===== src/rtl/tff_ctrl_pkg.sv =====
// rtl/tff_ctrl_pkg.sv - shared states, defaults and width helper for the TFF counter run controller
package tff_ctrl_pkg;

    typedef enum logic [1:0] {
        ST_IDLE = 2'b00,
        ST_CLR  = 2'b01,
        ST_RUN  = 2'b10,
        ST_HOLD = 2'b11
    } state_t;

    localparam int DEF_WIDTH    = 3;
    localparam int DEF_PRESCALE = 4;

    // Prescaler register width; a one-bit register is kept even when PRESCALE is 1.
    function automatic int ps_width(input int prescale);
        return (prescale > 1) ? $clog2(prescale) : 1;
    endfunction

endpackage


===== src/rtl/tick_prescaler.sv =====
// rtl/tick_prescaler.sv - modulo-PRESCALE tick generator with freeze and restart
module tick_prescaler
    import tff_ctrl_pkg::*;
#(
    parameter int PRESCALE = DEF_PRESCALE,
    localparam int PS_W = ps_width(PRESCALE)
) (
    input  logic            clk,
    input  logic            clear,
    input  logic            run,
    input  logic            hold,
    input  logic            restart,
    output logic            tick,
    output logic [PS_W-1:0] ps_cnt
);

    localparam logic [PS_W-1:0] PS_LAST = PS_W'(PRESCALE - 1);

    logic at_last;

    assign at_last = (ps_cnt == PS_LAST);
    assign tick    = run & ~hold & at_last;

    // hold only blocks the wrap, so a tick masked by pause/stop is retried rather than lost.
    always_ff @(posedge clk or posedge clear) begin
        if (clear) begin
            ps_cnt <= '0;
        end else if (restart) begin
            ps_cnt <= '0;
        end else if (run) begin
            if (!at_last) begin
                ps_cnt <= ps_cnt + PS_W'(1);
            end else if (!hold) begin
                ps_cnt <= '0;
            end
        end
    end

endmodule


===== src/rtl/tff_counter_ctrl.sv =====
// rtl/tff_counter_ctrl.sv - run controller driving enable/clear of a T-flip-flop counter
module tff_counter_ctrl
    import tff_ctrl_pkg::*;
#(
    parameter int WIDTH    = DEF_WIDTH,
    parameter int PRESCALE = DEF_PRESCALE
) (
    input  logic             clk,
    input  logic             clear,
    input  logic             start,
    input  logic             stop,
    input  logic             pause,
    input  logic             auto_reload,
    input  logic [WIDTH-1:0] target,
    input  logic [WIDTH-1:0] cnt_q,
    output logic             cnt_en,
    output logic             cnt_clr,
    output logic             busy,
    output logic             done,
    output logic [1:0]       state_o
);

    localparam int               PS_W    = ps_width(PRESCALE);
    localparam logic [PS_W-1:0]  PS_LAST = PS_W'(PRESCALE - 1);
    localparam logic [WIDTH-1:0] ONE     = WIDTH'(1);

    state_t           state;
    state_t           state_nx;
    logic [WIDTH-1:0] tgt_r;
    logic [PS_W-1:0]  ps_cnt;
    logic             tick;
    logic             in_run;
    logic             in_clr;
    logic             launch;
    logic             terminal;

    assign in_run = (state == ST_RUN);
    assign in_clr = (state == ST_CLR);
    assign launch = (state == ST_IDLE) & start & ~stop & (target != '0);

    tick_prescaler #(
        .PRESCALE(PRESCALE)
    ) u_prescaler (
        .clk     (clk),
        .clear   (clear),
        .run     (in_run),
        .hold    (pause | stop),
        .restart (in_clr),
        .tick    (tick),
        .ps_cnt  (ps_cnt)
    );

    assign cnt_en   = in_run & (ps_cnt == PS_LAST) & ~pause & ~stop;
    // Terminal fires on the increment that moves the counter onto tgt_r.
    assign terminal = tick & (cnt_q == tgt_r - ONE);

    always_comb begin
        state_nx = state;
        unique case (state)
            ST_IDLE: begin
                if (launch) state_nx = ST_CLR;
            end
            ST_CLR: begin
                state_nx = stop ? ST_IDLE : ST_RUN;
            end
            ST_RUN: begin
                if (stop)          state_nx = ST_IDLE;
                else if (terminal) state_nx = auto_reload ? ST_CLR : ST_IDLE;
                else if (pause)    state_nx = ST_HOLD;
            end
            ST_HOLD: begin
                if (stop)        state_nx = ST_IDLE;
                else if (!pause) state_nx = ST_RUN;
            end
            default: state_nx = ST_IDLE;
        endcase
    end

    always_ff @(posedge clk or posedge clear) begin
        if (clear) begin
            state <= ST_IDLE;
            tgt_r <= '0;
            done  <= 1'b0;
        end else begin
            state <= state_nx;
            done  <= terminal;
            if (launch) tgt_r <= target;
        end
    end

    assign cnt_clr = in_clr | clear;
    assign busy    = (state != ST_IDLE);
    assign state_o = state;

endmodule


===== config.mk =====
export PLATFORM = sky130hd
export DESIGN_NAME = tff_counter_ctrl
export DESIGN_NICKNAME = d
export VERILOG_FILES = /design/src/rtl/tff_ctrl_pkg.sv /design/src/rtl/tick_prescaler.sv /design/src/rtl/tff_counter_ctrl.sv
export SDC_FILE = /design/constraint.sdc
export NUM_CORES = 1
export LEC_CHECK = 0
export ABC_AREA = 1
export BUFFER_PORTS_ARGS = -buffer_cell sky130_fd_sc_hd__buf_2
export CORE_UTILIZATION = 49
export DETAILED_ROUTE_END_ITERATION = 12
export PLACE_DENSITY_LB_ADDON = 0.3
export SYNTH_ARGS = -nofsm -noshare
export SYNTH_HDL_FRONTEND = slang
export SYNTH_SLANG_ARGS = --single-unit

===== constraint.sdc =====
create_clock -name clk -period 1.6 [get_ports clk]
set_input_delay 0 -clock clk [delete_from_list [all_inputs] [get_ports clk]]
set_output_delay 0 -clock clk [all_outputs]
set_load 0.01 [all_outputs]

Word level (Yosys, flattened, before mapping) --
Index checks and enable logic that the tools add are counted.
Word-level totals: register bits after elaboration 8, input port bits 12
Operators by class: eq/ne operators 9, $add $sub $neg 2, mux-type cells 13, bitwise logic cells 14, reductions and logical operators 6
Operators by type and width (count):
- 2-bit two-way mux | 11
- 1-bit AND | 9
- 2-bit case mux with 4 select lines | 1
- 2-bit equality test, second input constant | 3
- 3-bit inequality test, second input constant | 2
- 4-bit by 3-bit inequality test with 1-bit output, second input constant | 1
- 2-bit nonzero test | 2
- 3-bit equality test | 1
- 1-bit inverter | 3
- 3-bit AND reduction | 1
- 3-bit nonzero test | 1
- 3-bit by 1-bit subtractor with 3-bit output, second input constant | 1
- 2-bit by 1-bit adder with 2-bit output, second input constant | 1
- 2-bit by 1-bit equality test with 1-bit output, second input constant | 1
- 2-bit zero test | 1
- 2-bit inequality test, second input constant | 1
- 1-bit bitwise OR | 2
- 2-bit AND reduction | 1
- 1-bit two-way mux | 1

Depth between registers and ports, before layout --
word-level depth 8, mapped depth 12

By module --
Synthesis repeated with hierarchy kept, for this count alone.
Second synthesis, totals: cells, all modules 87, area, all modules 591.8 um2
Modules (own cells, without submodules):
- tff_counter_ctrl | area each 451.7 um2, cells an instance 68, seq. area each 150.1 um2, times used 1
- tick_prescaler | area each 140.1 um2, cells an instance 19, seq. area each 50.0 um2, times used 1

Worst setup path after synthesis --
OpenSTA, ideal clock, no wires.
path type reg2reg, start point register state[0] (netlist: state_o[0]), end point register state[0] (netlist: state_o[0]), slack 89 ps, clock period less this slack 1511 ps, path buffers 0, cell stages (with the launch flop) 12, arrival 1389 ps, required time 1478 ps, cells stage by stage dfrtp_1 inv_1 ha_1 inv_2 nor2_4 nand3_2 nor2_2 nand2_2 nand3_2 nand2_2 nand2_1 o21ai_1
Between the ends: word-level cells in the longest chain between the ends 7
Ends and longest elaborated chain:
- start, declared | line tff_counter_ctrl.sv:27 | state_t state;
- start signal, assigned | line tff_counter_ctrl.sv:85 | state <= state_nx;
- 2-bit equality test | line tff_counter_ctrl.sv:37, tff_counter_ctrl.sv:59
- 1-bit AND (2 in series) | line tick_prescaler.sv:22 | assign tick = run & ~hold & at_last;
- 1-bit AND | line tff_counter_ctrl.sv:55 | assign terminal = tick & (cnt_q == tgt_r - ONE);
- 2-bit two-way mux | line tff_counter_ctrl.sv:68 | else if (terminal) state_nx = auto_reload ? ST_CLR : ST_IDLE;
- 2-bit two-way mux | line tff_counter_ctrl.sv:67 | if (stop) state_nx = ST_IDLE;
- 2-bit case mux with 4 select lines | line tff_counter_ctrl.sv:59 | unique case (state)
Parallel ways exist; a longest one is shown, timed or not. A chain may end at the register's enable or synchronous reset.

Worst setup path in the final report --
start point register tgt_r[1], end point register state[1] (netlist: state_o[1])
Between the ends: word-level cells in the longest chain between the ends 6
Ends and longest elaborated chain:
- start, declared | line tff_counter_ctrl.sv:29 | logic [WIDTH-1:0] tgt_r;
- start signal, assigned | line tff_counter_ctrl.sv:87 | if (launch) tgt_r <= target;
- 3-bit by 1-bit subtractor with 3-bit output (*) | line tff_counter_ctrl.sv:55
- 3-bit equality test (*) | line tff_counter_ctrl.sv:55
- 1-bit AND (*) | line tff_counter_ctrl.sv:55
- 2-bit two-way mux | line tff_counter_ctrl.sv:68
- 2-bit two-way mux | line tff_counter_ctrl.sv:67
- 2-bit case mux with 4 select lines | line tff_counter_ctrl.sv:59
Every way passes the cells marked *; elsewhere a longest branch is shown, timed or not.

==> reports/summary.txt <==
Status -> complete, no violations
Most common cell in the netlist -> nand2_1
Post-route clock period utilization -> 93.88%
Setup-failing EPs final -> 0
Cell type with the largest total area after synthesis -> dfrtp_1
Syn Nets -> 105
FP Rows -> 12
Seq pwr share -> 24.9%
Worst skew pair latency -> 270 ps
Starting density of the core -> 55.52%
Initial antenna violation count -> 0
Routability Congestion -> 0.8488
Post-synthesis cell count -> 86
GRT Overall Usage -> 21.80%
Die W -> 38.19 µm
Sw Ratio -> 44.15%
Via count -> 631
Maximum vdd ir drop -> 1.139 mV
First-pass iteration count of the detailed router -> 4
Die area -> 1458 µm²
Final min period -> 1502 ps
Leak -> 0.4985 nW
Max clock buf depth -> 2
Area of the core -> 1156 µm²
Non-filler instance count after layout -> 131
DRC marker count from the first detailed-route iteration -> 5
Asr flop ratio synth -> 100.0%
Synth cell types -> 22
Root buffer cell -> clkbuf_4
Num ports -> 18
# placed instances -> 119
H-tree levels -> 1
Syn_area_per_cell -> 7.464 µm²
Post-synth EDFFs -> 0
Total of warnings raised by yosys -> 0
Clock-pin slew on the worst setup and hold paths -> 60 ps
Gr ovfl total -> 0
Post-Route Utilization -> 76.19%
First-pass GRT wire length -> 2125 µm
Final slew viol count -> 0
Crit Path Max Fanout -> 4
Cts bufs inserted -> 3
# fillers -> 97
WL final -> 1414 µm
Die height -> 38.19 µm
Per-cell routed wire length -> 10.79 µm
Fmax -> 0.6658 GHz
Post-synthesis register bit count -> 8
Xor/xnor share of the synthesized area -> 0%
Crit path DAT -> 1640 ps
Worst slew margin -> 77.12%
Dpl hpwl -> 1027 µm
Measured slew at the worst slew-check pin -> 342.9 ps
CTS Sinks -> 8
Critical Path RT -> 1740 ps
Largest cells by area after synthesis -> dfrtp_1 31%, ha_1 14%, nand2_1 12%, inv_1 11%, nand2_2 3.9%
Main synth FF type -> dfrtp_1
Internal Pwr Total -> 803.9 µW
Compound-gate portion of the synthesized area -> 12.48%
Commonest cells post-synth -> 21 x nand2_1, 19 x inv_1, 8 x dfrtp_1
Multiplexer share of the synthesized area -> 0%
Hold WC Path Type -> input pin to register
Via density -> 4.817
Worst Path Class, Setup -> register to register
Final net count -> 138
# port buffers -> 17
Post-Synth Simple-Gate Area -> 28.46%
Cell area after synthesis -> 641.9 µm²
Area Overhead vs Synth -> 37.23%
Drt drc -> 0
Largest family of logic cells by synthesized area -> simple AND/OR/NAND/NOR gates
Synth top area share -> 31.19%
Vias in the first global route -> 563
Clock network power share -> 11.5%
Max cap viols -> 0
Clock Skew -> 9.391 ps
P_sw -> 635.5 µW
Routed Antenna Nets -> 0
Clock tree from TritonCTS -> yes
Post-synthesis sequential area ratio -> 31.19%
Share of cells above drive strength 1 -> 38.46%
Adder-Cell Fraction of Synth Area -> 13.65%
CP Launch Type -> register
Hold Fails Final Rpt -> 0
Largest net degree at the start of global routing -> 10
N_diodes -> 0
P per Cell Area -> 1634 nW/µm²
Worst Setup End Kind -> register
Comb pwr share -> 63.6%
## layout by cell type, fill, tap and decap left out, types with 4 or more instances in the layout
cell type / count
inv_1: 17
ha_1: 5
buf_2: 17
dlygate4sd3_1: 4
o21ai_1: 5
buf_4: 7
nand2_1: 21
inv_2: 4
nand2_2: 4
dfrtp_1: 8
## cells by family after synthesis
kind of cell	count (synthesis)
simple gates	36
buf+inv	23
compound gates	12
flops	8
fa+ha+maj	7
## flip-flops by register name, summed over array words and instances, names as in the netlist
signal              flops
state_o                 2
u_prescaler.ps_cnt      2
tgt_r                   3
done                    1
## stage by stage
| stage | hold slack (ps) | power [mW] | instance area [µm²] | setup slack, ps | TNS (ps) |
|---|---|---|---|---|---|
| after CTS | 93.55 | 1.322 | 822.0 | 19.96 | 0 |
| after floorplan | -176.1 | 0.9277 | 641.9 | 88.62 | 0 |
| final | 99.63 | 1.439 | 880.8 | 97.96 | 0 |
| after detailed placement | -20.87 | 1.139 | 759.5 | 44.12 | 0 |
| after global placement | -22.12 | 1.103 | 759.5 | 112.2 | 0 |
| after global routing | 131.7 | 1.572 | 880.8 | -37.24 | -37.24 |
## final cells by class
class	instances	area (µm²)	area share, %
inverter	23	91.34	10.37
timing repair buffer	28	177.7	20.17
clock buffer	3	22.52	2.557
sequential	8	200.2	22.73
tap	14	17.52	1.989
multi-input combinational	55	371.6	42.19
## routing by layer
layer  global-route usage, %  wire length, µm
met1                   20.96              582
met3                   5.233               38
met4                   10.71               22
met5                       0                0
met2                   41.95              771
## worst max-delay path, stage by stage, from the launching register on
cell and delay (ps):
dfrtp_1 370, inv_1 110, ha_4 220, inv_1 50, nand2_1 50, nand2_2 60, nand2_2 50, nor2_2 110
nand2_2 90, nand3_2 70, nand2_2 70, nand2_1 60, o21ai_1 70
## what timing repair did
item,CTS,global route
buffers inserted,0,5
resized for setup,0,5
setup endpoints to repair,0,4
endpoints found under the hold margin,11,0
hold buffers,4,0
## worst paths after layout
path / slack, ps / cells after the start / to / start
max in group asynchronous: 1100 / 3 / tgt_r[1] / clear
setup / recovery: 100 / 12 / state_o[1] / tgt_r[1]
hold reg to reg: 500 / 2 / tgt_r[1] / tgt_r[1]
setup reg to reg: 100 / 12 / state_o[1] / tgt_r[1]
min in group asynchronous: 240 / 3 / tgt_r[0] / clear
hold / removal: 100 / 5 / state_o[0] / auto_reload
## power groups by stage
stage               logic [mW]  clock network (mW)  registers (mW)
floorplan                0.562                   0           0.366
global placement         0.749                   0           0.354
detailed placement       0.782                   0           0.357
CTS                      0.795               0.173           0.355
global route              1.02               0.181           0.370
finish                   0.916               0.166           0.358
Note: power is estimated with default switching activity, not from simulation.
